**src/rtl/fetch_branch_unit_if.sv**
```systemverilog
// fetch_branch_unit_if: fetch-stage bundle linking counter stage, instruction memory and execute
interface fetch_branch_unit_if;
  logic [11:0] pc;
  logic [15:0] imem_data;
  logic zero_flag;
  logic load;
  logic [11:0] d;
  logic [15:0] ir;
  logic [11:0] ir_pc;
  logic ir_valid;
  logic stack_err;
  modport master (output pc, imem_data, zero_flag, input load, d, ir, ir_pc, ir_valid, stack_err);
  modport slave (input pc, imem_data, zero_flag, output load, d, ir, ir_pc, ir_valid, stack_err);
endinterface

```
**src/rtl/fetch_branch_unit.sv**
```systemverilog
// fetch_branch_unit: instruction register, branch decode and return stack with one-bubble taken branches
module fetch_branch_unit #(
  parameter int STACK_DEPTH = 4
) (
  input logic clock,
  input logic reset,
  fetch_branch_unit_if.slave bus
);
  localparam int CW = $clog2(STACK_DEPTH + 1);
  logic [11:0] stk [STACK_DEPTH];
  logic [CW-1:0] cnt;
  logic [3:0] op;
  logic push, pop, full, empty;
  logic [11:0] top;
  always_comb begin
    op = bus.ir[15:12];
    push = bus.ir_valid && op == 4'hE;
    pop = bus.ir_valid && op == 4'hF;
    full = cnt == CW'(STACK_DEPTH);
    empty = cnt == '0;
    top = empty ? 12'h000 : stk[0];
    bus.load = bus.ir_valid && (op == 4'hC || push || pop || (op == 4'hD && bus.zero_flag));
    bus.d = !bus.load ? 12'h000 : pop ? top : bus.ir[11:0];
  end
  // stk[0] is the top; a push into a full stack shifts the oldest entry out the bottom
  always_ff @(posedge clock or negedge reset)
    if (!reset) begin
      bus.ir <= '0;
      bus.ir_pc <= '0;
      bus.ir_valid <= 1'b0;
      bus.stack_err <= 1'b0;
      cnt <= '0;
      for (int i = 0; i < STACK_DEPTH; i++) stk[i] <= '0;
    end else begin
      bus.ir <= bus.imem_data;
      bus.ir_pc <= bus.pc;
      bus.ir_valid <= !bus.load;
      if (push) begin
        for (int i = STACK_DEPTH - 1; i > 0; i--) stk[i] <= stk[i-1];
        stk[0] <= bus.ir_pc + 12'd1;
        cnt <= full ? cnt : cnt + CW'(1);
        if (full) bus.stack_err <= 1'b1;
      end else if (pop) begin
        for (int i = 0; i < STACK_DEPTH - 1; i++) stk[i] <= stk[i+1];
        cnt <= empty ? cnt : cnt - CW'(1);
        if (empty) bus.stack_err <= 1'b1;
      end
    end
endmodule
```
**src/flat_wrapper.sv**
```systemverilog
// flat-port wrapper written by rule: the top's interface ports become plain ports
module fetch_branch_unit_flat 
#(
  parameter int STACK_DEPTH = 4
)
  (clock, reset, bus_pc, bus_imem_data, bus_zero_flag, bus_load, bus_d, bus_ir, bus_ir_pc, bus_ir_valid, bus_stack_err);
  fetch_branch_unit_if bus_i ();
  input logic clock;
  input logic reset;
  input wire logic [$bits(bus_i.pc)-1:0] bus_pc;
  input wire logic [$bits(bus_i.imem_data)-1:0] bus_imem_data;
  input wire logic [$bits(bus_i.zero_flag)-1:0] bus_zero_flag;
  output wire logic [$bits(bus_i.load)-1:0] bus_load;
  output wire logic [$bits(bus_i.d)-1:0] bus_d;
  output wire logic [$bits(bus_i.ir)-1:0] bus_ir;
  output wire logic [$bits(bus_i.ir_pc)-1:0] bus_ir_pc;
  output wire logic [$bits(bus_i.ir_valid)-1:0] bus_ir_valid;
  output wire logic [$bits(bus_i.stack_err)-1:0] bus_stack_err;
  assign bus_i.pc = bus_pc;
  assign bus_i.imem_data = bus_imem_data;
  assign bus_i.zero_flag = bus_zero_flag;
  assign bus_load = bus_i.load;
  assign bus_d = bus_i.d;
  assign bus_ir = bus_i.ir;
  assign bus_ir_pc = bus_i.ir_pc;
  assign bus_ir_valid = bus_i.ir_valid;
  assign bus_stack_err = bus_i.stack_err;
  fetch_branch_unit #(.STACK_DEPTH(STACK_DEPTH)) u_core (.clock(clock), .reset(reset), .bus(bus_i));
endmodule
```
**config.mk**
```make
export PLATFORM = sky130hd
export DESIGN_NAME = fetch_branch_unit_flat
export DESIGN_NICKNAME = d
export VERILOG_FILES = /design/src/rtl/fetch_branch_unit_if.sv /design/src/rtl/fetch_branch_unit.sv /design/src/flat_wrapper.sv
export SDC_FILE = /design/constraint.sdc
export NUM_CORES = 1
export LEC_CHECK = 0
export BUFFER_PORTS_ARGS = -buffer_cell sky130_fd_sc_hd__buf_2
export CORE_MARGIN = 2
export CORE_UTILIZATION = 50
export DETAILED_ROUTE_END_ITERATION = 10
export PLACE_DENSITY = 0.74
export SYNTH_ARGS = -nofsm -noshare
export SYNTH_HDL_FRONTEND = slang
export SYNTH_SLANG_ARGS = --single-unit
```
**constraint.sdc**
```tcl
create_clock -name clock -period 2.1 [get_ports clock]
set_input_delay 0.105 -clock clock [delete_from_list [all_inputs] [get_ports clock]]
set_output_delay 0.105 -clock clock [all_outputs]
set_load 0.01 [all_outputs]
```
==> metrics.md <==
| Metric | Value |
|---|---|
| Status | `completed` |
| Drt pass-1 iters | `4` |
| Total CTS buffers | `9` |
| I/O Buffers | `73` |
| CP arrival | `1920 ps` |
| Mux cell area share after synthesis | `12.2%` |
| Die width | `87.4 um` |
| Final WL | `7880 um` |
| Synth Area in Compound Gates | `10.3%` |
| Vias in the first global route | `2,670` |
| Fraction of layout cells with a size suffix above 1 | `25.6%` |
| Placer Congestion | `0.806` |
| Clk_lat worst skew | `350 ps` |
| IO Count | `74` |
| Reg area | `2030 um^2` |
| CP Data Required Time | `2000 ps` |
| Largest family of logic cells by synthesized area | `simple AND/OR/NAND/NOR gates` |
| Setup crit start kind | `flip-flop` |
| Cell taking the most area after synthesis | `dfrtp_1` |
| Post-layout min period | `2020 ps` |
| CP max FO | `14` |
| H-tree depth | `3` |
| Worst slack, placed | `425 ps` |
| Top-area cell type share of the netlist area | `58.3%` |
| R2r startpoint | `u_core.bus.ir_pc[0]$_DFF_PN0_` |
| Count of different cell masters after synthesis | `35` |
| Syn nets | `348` |
| CTS tree | `yes` |
| Leading post-synthesis cells by cell area | `dfrtp_1 58%, mux2i_1 7.8%, o21ai_0 5.0%` |
| Setup-failing EPs final | `0` |
| Clock slew at reported path FFs | `80 ps` |
| Die Area | `7640 um^2` |
| Setup_tns | `0 ps` |
| Final hold vios | `0` |
| Initial Util | `51.5%` |
| Clock sinks | `81` |
| DR WL/cell | `15.8 um` |
| Worst R2R Setup Slack | `470 ps` |
| Antenna viol nets, final | `0` |
| Row cnt | `30` |
| Estimated wirelength of the detail-placed design | `5050 um` |
| MaxCap Viol Count | `0` |
| Finished Cell Area | `4360 um^2` |
| Synth Flop Type | `dfrtp_1` |
| First-pass GRT wire length | `12,900 um` |
| Initial antenna violation count | `0` |
| GRT Overall Usage | `22.7%` |
| Worst Skew | `12.6 ps` |
| Period utilization | `96.3%` |
| Flops & latches, synth | `81` |
| Placed Area | `3890 um^2` |
| Post-synthesis xor/xnor area fraction | `2.52%` |
| Post-Synth Adder-Cell Area | `0.719%` |
| Final WS setup | `77.9 ps` |
| RSZ-0062 raised after global routing | `no` |
| Simple-gate share of the synthesized area | `12.4%` |
| CP Class | `reg2out` |
| CP peak stage delay | `390 ps` |
| DRC | `0` |
| Area of the multi-input gates | `1330 um^2` |
| F_max | `495 MHz` |
| Root buf cell | `clkbuf_8` |
| Drt via density | `5.31` |
| Worst vdd ir | `0.499 mV` |
| Largest net degree at the start of global routing | `69` |
| GRT overflow | `0` |
| Nets@finish | `448` |
| Area growth from synthesis to layout | `25.3%` |
| N_diodes | `0` |
| Synth Instances | `315` |
| Part of the Yosys area used for sequential elements | `58.3%` |
| Max_slew headroom | `57.9%` |
| Power per cell area | `842 nW/um^2` |
| Slew Limit Fails | `0` |
| Fraction of registers with async set/reset | `100%` |
| Core Region | `6760 um^2` |
| Synth Warn # | `0` |
| Cell Chain, Critical Path | `and4_4 > and2_2 > nand3_1 > a21oi_1 > buf_2` |
| Family with the most delay on the worst path | `simple AND/OR/NAND/NOR gates` |
| R2r endpoint | `u_core.stk[44]$_DFFE_PN0P_` |
| Crit-path slowest cell | `dfrtp_1` |
| Die height | `87.4 um` |
| Pleak | `2.13 nW` |
| Post-Synthesis Cell Area | `3480 um^2` |
| Avg Synthesized Cell Area | `11.0 um^2` |
| CP Buf/Inv Count | `1` |
| Cells on worst reg2reg path | `5` |
| Tightest Pin Transition | `632 ps` |
| HP Class | `in2async` |
| EDFF count, synth | `0` |
| Via count | `2,645` |
| CP Capture Type | `primary output` |
| CTS max path bufs | `2` |
| Detailed Route Iter0 Violations | `193` |
| Fill cell count | `514` |
| Hold_ws | `315 ps` |
power by group:
part | internal [W] | total, W | switching, W | leakage (nW)
Clock | 0.000449 | 0.000953 | 0.000505 | 0.0794
Combinational | 0.000331 | 0.000672 | 0.000341 | 1.03
Sequential | 0.00181 | 0.00205 | 0.000235 | 1.02
cell usage after synthesis (all sizes together) (2+ instances only):
cell type,count
nor2,11
buf,13
o22ai,2
dfrtp,81
xnor2,10
a21oi,19
mux2,12
nand2,46
o21ai,35
clkbuf,6
nand4,3
and3,3
nor4,2
inv,5
ha,2
a31oi,2
mux2i,27
o31ai,3
o211ai,2
nand2b,4
nand3,17
logic make-up after synthesis:
kind of cell,after synthesis
DFF,81
and+or+nand+nor,93
AOI/OAI and AO/OA,66
buffers and inverters,24
adders and majority gates,2
muxes,39
xor gates and xnor gates,10
worst max-delay path by stage:
stage / slack [ps] / startpoint / depth (start not counted) / end
after floorplan: 370 / u_core.bus.ir[14]$_DFF_PN0_ / 8 / u_core.cnt[2]$_DFFE_PN0P_
after global placement: 430 / u_core.bus.ir[12]$_DFF_PN0_ / 4 / bus_d[4]
after detailed placement: 430 / u_core.bus.ir[14]$_DFF_PN0_ / 5 / bus_d[8]
after CTS: 20 / u_core.bus.ir[12]$_DFF_PN0_ / 4 / bus_d[8]
after global routing: 10 / u_core.bus.ir_valid$_DFF_PN0_ / 5 / bus_d[3]
final: 80 / u_core.bus.ir[14]$_DFF_PN0_ / 5 / bus_d[3]
layer usage:
metal	GRT usage, %	wire length, um	share of wire, %	up-vias
met4	13.1	311	3.9	0
met5	0	0	0	-
li1	-	-	-	1298
met1	29.3	3460	44	1257
met2	35.5	3810	48	68
met3	4.83	293	3.7	22
worst reg2reg max path, stage by stage, from the launching register on:
cell     delay [ps]
dfrtp_1         430
ha_1            210
nand3_1         200
o31a_2          350
o31ai_1         190
o21ai_0         110
state kept, by name, summed over array words and instances (netlist names):
| register | count |
|---|---|
| u_core.stk | 48 |
| u_core.bus.ir_pc | 12 |
| u_core.bus.ir_valid | 1 |
| u_core.bus.ir | 16 |
| u_core.cnt | 3 |
| u_core.bus.stack_err | 1 |
metrics by stage:
stage / utilization [%] / total power [W] / cells
2_1_floorplan: - / 0.00244 / 315
3_3_place_gp: 57.6 / 0.00266 / 454
3_5_place_dp: 57.6 / 0.00269 / 454
4_1_cts: 64.2 / 0.00368 / 497
5_1_grt: 64.5 / 0.00388 / 498
6_report: 64.5 / 0.00367 / 498
cell usage in the layout, fill, tap and decap left out, types with 3 or more instances in the layout:
master         instances
xnor2_1               10
o31ai_1                3
dfrtp_1               80
nand2_1               46
inv_1                  5
clkbuf_8              10
clkbuf_1               3
buf_2                 72
nor2_1                11
mux2_2                 7
mux2_4                 5
o21ai_0               35
nand4_1                3
and3_1                 3
nand2b_1               4
mux2i_1               27
nand3_1               16
a21oi_1               19
buf_4                  5
dlygate4sd3_1         29
area by class of cell:
| cell class | instances | share of cell area (%) |
|---|---|---|
| clock buffers | 13 | 3.42 |
| clock inverters | 1 | 0.115 |
| inverters | 5 | 0.431 |
| multi-input cells | 210 | 30.5 |
| flip-flops and latches | 81 | 46.5 |
| well taps | 80 | 2.30 |
| repair buffers | 108 | 16.7 |
what timing repair did:
item	CTS	global route
setup endpoints to repair	0	12
gates resized for setup	0	1
endpoints found under the hold margin	76	0
buffers inserted	0	1
hold buffers	29	0
Note: power is estimated with default switching activity, not from simulation.
